$ cat config.mk
export PLATFORM = sky130hd
export DESIGN_NAME = mmio_responder
export DESIGN_NICKNAME = d
export VERILOG_FILES = /design/src/rtl/mmio_responder.sv
export SDC_FILE = /design/constraint.sdc
export NUM_CORES = 1
export LEC_CHECK = 0
export CORE_MARGIN = 1.5
export CORE_UTILIZATION = 44
export DETAILED_ROUTE_END_ITERATION = 12
export HOLD_SLACK_MARGIN = 0.08
export PLACE_DENSITY = 0.74
export SLEW_MARGIN = 10
export SYNTH_ARGS = -nofsm -noshare
export SYNTH_HDL_FRONTEND = slang
export SYNTH_SLANG_ARGS = --single-unit
$ cat constraint.sdc
create_clock -name clk -period 2.15 [get_ports clk]
set_clock_uncertainty 0.1 [all_clocks]
set_input_delay 0.43 -clock clk [delete_from_list [all_inputs] [get_ports clk]]
set_output_delay 0.43 -clock clk [all_outputs]
set_load 0.05 [all_outputs]
$ cat src/rtl/mmio_responder.sv
// rtl/mmio_responder.sv - memory-mapped PWM duty registers and microsecond/millisecond timers
//
// Purpose: single-cycle-latency MMIO slave at 0xFFFFFFF4..0xFFFFFFFF.
//   0xFFFFFFFC : byte lanes 0..3 = led/red/green/blue PWM duty (R/W)
//   0xFFFFFFF8 : millis (RO)
//   0xFFFFFFF4 : micros (RO)
// Optional feature: define MMIO_TIMERS_EN to build the micros/millis counters;
// without it, timer loads return 0 with a normal ack.
//
// Ports:
//   clk            system clock, rising edge
//   reset          synchronous active-low reset
//   dmem_req       one-cycle access strobe
//   dmem_wren      1 = store, 0 = load
//   funct3         RV32I size/sign code
//   dmem_address   byte address
//   dmem_data_in   store data, right-aligned
//   dmem_hit       combinational address decode
//   dmem_ack       response strobe, one cycle after an accepted access
//   dmem_data_out  load data, right-aligned and extended (0 when no ack)
//   led/red/green/blue  PWM outputs, high = on
module mmio_responder #(
  parameter int CLK_PER_US = 12
) (
  input  logic        clk,
  input  logic        reset,
  input  logic        dmem_req,
  input  logic        dmem_wren,
  input  logic [2:0]  funct3,
  input  logic [31:0] dmem_address,
  input  logic [31:0] dmem_data_in,
  output logic        dmem_hit,
  output logic        dmem_ack,
  output logic [31:0] dmem_data_out,
  output logic        led,
  output logic        red,
  output logic        green,
  output logic        blue
);

  if (CLK_PER_US < 1) begin : g_bad_cfg
    $error("mmio_responder: CLK_PER_US must be at least 1");
  end

  logic [7:0]  duty [4];
  logic [7:0]  pwm_cnt;
  logic [31:0] micros;
  logic [31:0] millis;

  // 0xFFFFFFF0..F3 is not ours, so word index 0 is excluded
  assign dmem_hit = (dmem_address[31:4] == 28'hFFFFFFF) && (dmem_address[3:2] != 2'b00);

  logic accept;
  assign accept = dmem_req && dmem_hit;

  logic [31:0] word_rd;
  logic [31:0] shifted;
  logic [31:0] load_val;
  logic        aligned;
  logic        size_ok;

  always_comb begin
    word_rd = '0;
    case (dmem_address[3:2])
      2'b11:   word_rd = {duty[3], duty[2], duty[1], duty[0]};
      2'b10:   word_rd = millis;
      2'b01:   word_rd = micros;
      default: word_rd = '0;
    endcase
  end

  assign shifted = word_rd >> {dmem_address[1:0], 3'b000};

  // Alignment is judged on the size bits of funct3 only, so it serves loads and stores alike
  always_comb begin
    aligned = 1'b0;
    size_ok = 1'b1;
    case (funct3[1:0])
      2'b00:   aligned = 1'b1;
      2'b01:   aligned = ~dmem_address[0];
      2'b10:   aligned = (dmem_address[1:0] == 2'b00);
      default: size_ok = 1'b0;
    endcase
  end

  always_comb begin
    load_val = '0;
    if (aligned && size_ok) begin
      case (funct3)
        3'b000:  load_val = {{24{shifted[7]}}, shifted[7:0]};
        3'b100:  load_val = {24'h0, shifted[7:0]};
        3'b001:  load_val = {{16{shifted[15]}}, shifted[15:0]};
        3'b101:  load_val = {16'h0, shifted[15:0]};
        3'b010:  load_val = shifted;
        default: load_val = '0;
      endcase
    end
  end

  logic store_duty;
  assign store_duty = accept && dmem_wren && (dmem_address[3:2] == 2'b11) &&
                      aligned && size_ok && !funct3[2];

  always_ff @(posedge clk) begin
    if (!reset) begin
      for (int i = 0; i < 4; i++) duty[i] <= '0;
      pwm_cnt       <= '0;
      dmem_ack      <= 1'b0;
      dmem_data_out <= '0;
    end else begin
      pwm_cnt       <= pwm_cnt + 8'd1;
      dmem_ack      <= accept;
      dmem_data_out <= (accept && !dmem_wren) ? load_val : '0;
      if (store_duty) begin
        case (funct3[1:0])
          2'b00: duty[dmem_address[1:0]] <= dmem_data_in[7:0];
          2'b01: begin
            duty[{dmem_address[1], 1'b0}] <= dmem_data_in[7:0];
            duty[{dmem_address[1], 1'b1}] <= dmem_data_in[15:8];
          end
          default: begin
            duty[0] <= dmem_data_in[7:0];
            duty[1] <= dmem_data_in[15:8];
            duty[2] <= dmem_data_in[23:16];
            duty[3] <= dmem_data_in[31:24];
          end
        endcase
      end
    end
  end

  assign led   = pwm_cnt < duty[0];
  assign red   = pwm_cnt < duty[1];
  assign green = pwm_cnt < duty[2];
  assign blue  = pwm_cnt < duty[3];

`ifdef MMIO_TIMERS_EN
  localparam int PRE_W = (CLK_PER_US > 1) ? $clog2(CLK_PER_US) : 1;

  logic [PRE_W-1:0] us_pre;
  logic [9:0]       ms_pre;

  // Loads sample micros/millis before this block updates them, giving the pre-increment value
  always_ff @(posedge clk) begin
    if (!reset) begin
      us_pre <= '0;
      ms_pre <= '0;
      micros <= '0;
      millis <= '0;
    end else if (us_pre == PRE_W'(CLK_PER_US - 1)) begin
      us_pre <= '0;
      micros <= micros + 32'd1;
      if (ms_pre == 10'd999) begin
        ms_pre <= '0;
        millis <= millis + 32'd1;
      end else begin
        ms_pre <= ms_pre + 10'd1;
      end
    end else begin
      us_pre <= us_pre + PRE_W'(1);
    end
  end
`else
  assign micros = '0;
  assign millis = '0;
`endif

endmodule
# [After elaboration in Yosys (flattened, before gate mapping)]
# Memory sizes are Yosys's and may differ from the RTL's.
# Cells that the tools add are included.
[word_totals] register_bits=41 mem_bits_rw=32 mem_count=1
[memory_table] name="duty" depth=4 word_bits=8 read_ports=4 rd_clocked_by_memory_dff=0 wr=4 line_no="45" text="logic [7:0] duty [4];"
[classes] n_addsub=1 order_cmp=4 n_eq_ne=8 shift=1 muxes=30 bitwise_logic=5 n_reduce_logical=21
[ops] operator="case mux 32 bit (5 select lines)" n=1
[ops] operator="2-to-1 mux 8 bit" n=7
[ops] operator="< comparator 8 bit" n=4
[ops] operator="2-to-1 mux 32 bit" n=1
[ops] operator=">> shifter 32 x 5 -> 32 bit" n=1
[ops] operator="equality test 28 bit (second input constant)" n=1
[ops] operator="OR reduction 8 bit" n=3
[ops] operator="2-to-1 mux 1 bit" n=17
[ops] operator="logical AND 1 bit" n=9
[ops] operator="adder 8 x 1 -> 8 bit (second input constant)" n=1
[ops] operator="equality test 3 bit (second input constant)" n=2
[ops] operator="2-to-1 mux 2 bit" n=3
[ops] operator="equality test 2 bit (second input constant)" n=2
[ops] operator="logical NOT 2 bit" n=2
[ops] operator="bitwise OR 1 bit" n=4
[ops] operator="equality test 3 x 1 -> 1 bit (second input constant)" n=1
[ops] operator="equality test 3 x 2 -> 1 bit (second input constant)" n=1
[ops] operator="logical NOT 3 bit" n=1
[ops] operator="case mux 1 bit (3 select lines)" n=1
[ops] operator="AND reduction 3 bit" n=1
[ops] operator="OR reduction 3 bit" n=1
[ops] operator="equality test 2 x 1 -> 1 bit (second input constant)" n=1
[ops] operator="logical NOT 1 bit" n=2
[ops] operator="nonzero test 2 bit" n=1
[ops] operator="other kinds (2)" n=2

# [Depth between registers and ports, before layout]
[depth] depth_word=14 ltp_mapped=8

# [Least setup slack after synthesis]
# No wires, ideal clock.
[synth_timing] path_kind="input to register" start="input funct3[1]" end="memory duty[2][0] (enable)" arrival_time_ps=1869 t_required_ps=1666 path_slack_ps=-203 stages=5 cell_sequence="clkbuf_1 -> nand2b_1 -> nor2_1 -> a21oi_1 -> o21ai_0"
[synth_rtl] item="start, declared" line_no="29" text="input logic [2:0] funct3,"
[synth_rtl] item="end, declared" line_no="45"

==> metrics.cfg <==
[floorplanning]
die-height_microns = 100.3
dieWidth_microns = 100.3
core_area_sq_um = 9196
io_pins = 109
start_util = 0.4527
dieArea_sq_um = 10050
row_count = 35

[clock_tree]
cts_tree = built
postCtsHoldBufs = 0
cts_sinks = 73
htree_levels = 3
clkSlewWorstSetupHoldPaths_ps = 80
clock_latency_ps = 340
cts_buffer_depth = 2
root_buffer = clkbuf_8
cts_buffers = 9

[setup_path]
reg2reg_depth = 6
r2r_end = dmem_data_out[20]$_SDFF_PN0_
ff2ff_setup_slack_ps = 240
crit_required_ps = 1620
critPathKind = reg -> out
worstPathMaxFanout = 2
crit_arrival_ps = 2000
crit_path_end_kind = primary output
start_kind = flop
r2r_start = duty[3][7]$_DFFE_PP_

[detailed_routing]
dr.pass1.iters = 7
finalWirelength_microns = 11920
viasPerCell = 5.368
drc = 0
wl_per_cell_microns = 16.38
num_vias = 3908
drt_iter0_markers = 210
ant_nets = 0

[layout]
multi_input_area_sq_um = 2320
layout.area.seq_sq_um = 1789
antenna_cells = 0
fin_nets = 712
fin_util = 0.6785
fillCellCount = 725
area_growth_pct = 49.89
drive_gt1_frac = 0.2123

[synth]
ys.flop_type = dfxtp_1
synthArstFlopShare = 0
syn_area_sq_um = 4163
yosysSeqAreaShare = 0.4280
yosysTopAreaCellShare = 0.2308
synth-warning-count = 0
yosysMostFrequentCell = nor2_1
synth_cells = 454
ys_ff_latch = 73
synth_cell_types = 41
syn-num-nets = 554
synth_top_area_cell = edfxtp_1
synthTopCellsByCount = nor2_1, nand2_1, dfxtp_1
synth_edf_count = 32
ys_top_cells_by_area = edfxtp_1, dfxtp_1, ha_1, nor2_1, a22oi_1
avgSynthCellArea_sq_um = 9.169

[outcome]
violations = setup timing
status = finished, violations left

[global_route]
grt_pass1_vias = 3858
overflow = 0
grt_max_degree = 33
grt_pass1_wl_microns = 18680
antenna_found_initial = 0
track_usage = 0.2416

[hold_path]
whs_path_depth = 1
hold_path.class = reg -> reg
hold_path.startpoint = pwm_cnt[0]$_SDFF_PN0_
hold_path_end = pwm_cnt[0]$_SDFF_PN0_

[sta]
finalSetupTns_ps = -1193
rsz0062_at_grt = yes
max_clock_freq_mhz = 395.8
fin_ws_ps = -376.2
hold_violations = 0
min_period_ps = 2526
slew_viol_final = 0
fin_crit_sh = 1.175
setup_violations = 4
worstMarginPinSlew_ps = 525.1
slew_headroom = 0.6486

[power]
power_density_nw_per_um2 = 515.9
leakage_nw = 2.598
irDropWorstVdd_mv = 0.3391

[run]
maxCapViolations = 0

[place]
gp_congestion = 0.9168
io_buffers = 108
place_hpwl_microns = 9200

-- placed cells by master, fill, tap and decap left out, drive strengths merged, types with 17 or more instances in the layout --
cell type      count
buf               67
nand2             47
a21oi             32
ha                29
nor2              54
a22oi             24
o21ai             27
dlygate4sd2       22
mux2i             17
edfxtp            32
inv               36
clkdlybuf4s50     75
dfxtp             41
-- state kept, by name, summed over array words and instances, names as in the netlist --
signal         count
duty              32
pwm_cnt            8
dmem_data_out     32
dmem_ack           1
-- worst max-delay path by stage --
| stage | start | end | slack [ps] | depth (start not counted) |
|---|---|---|---|---|
| detailed placement | dmem_address[10] | duty[3][2]$_DFFE_PP_ | -410 | 8 |
| global route | duty[3][5]$_DFFE_PP_ | blue | -430 | 8 |
| global placement | dmem_address[10] | duty[0][1]$_DFFE_PP_ | -360 | 8 |
| CTS | duty[3][5]$_DFFE_PP_ | blue | -410 | 8 |
| finish | duty[3][5]$_DFFE_PP_ | blue | -380 | 8 |
| floorplan | funct3[1] | duty[2][0]$_DFFE_PP_ | 9 | 5 |
-- metrics by stage --
stage          area [sq um]  instances  total power, W  setup WS, ps  hold slack (ps)
2_1_floorplan          4165        454        0.001752         9.378            348.6
3_3_place_gp           5692        698        0.002003        -357.4            418.7
3_5_place_dp           5692        698        0.002016        -411.4            446.0
4_1_cts                6138        722        0.003213        -407.6            466.7
5_1_grt                6240        728        0.003337        -427.5            486.9
6_report               6240        728        0.003219        -376.2            463.2
-- report_power, final --
group | switching (W) | leakage, nW | internal, W | total [W]
combinational | 0.000228 | 1.84 | 0.000263 | 0.000490
clock | 0.000500 | 0.120 | 0.000709 | 0.00121
sequential | 0.0000408 | 0.636 | 0.00148 | 0.00152
-- per-layer routing --
metal	up-vias	wire, microns	track usage
met1	1776	5139	0.3091
met2	179	5735	0.4045
met3	29	694	0.04526
li1	1924	-	-
met5	-	0	0
met4	0	353	0.09534
-- kinds of logic (layout without fill, tap and decap cells) --
logic type,after synthesis,after routing,synth area share
DFF,73,73,0.4280
and+or+nand+nor,161,161,0.1848
AOI/OAI and AO/OA,107,107,0.1749
muxes,19,19,0.04899
buffers and inverters,59,222,0.06342
xor gates and xnor gates,6,6,0.01262
adders and majority gates,29,29,0.08717
-- timing repair --
item	4_1_cts	5_1_grt
setup buffers	8	6
hold endpoints to repair	0	0
pin swaps	12	10
setup endpoints to repair	67	81
resized for setup	59	18
-- layout make-up --
class | instances | share of cell area
inverters | 36 | 0.02166
repair buffers | 170 | 0.2599
well taps | 111 | 0.02226
multi-input cells | 322 | 0.3718
clock inverters | 3 | 0.007018
flip-flops and latches | 73 | 0.2867
clock buffers | 13 | 0.03068
-- worst max-delay path, cell delays in order (launching register included) --
cell	delay (ps)
edfxtp_1	440
inv_2	100
ha_4	210
a2111oi_4	300
buf_4	190
nand2_4	50
o21ai_2	60
a31o_2	170
buf_12	140
(Power assumes the default switching activity.)
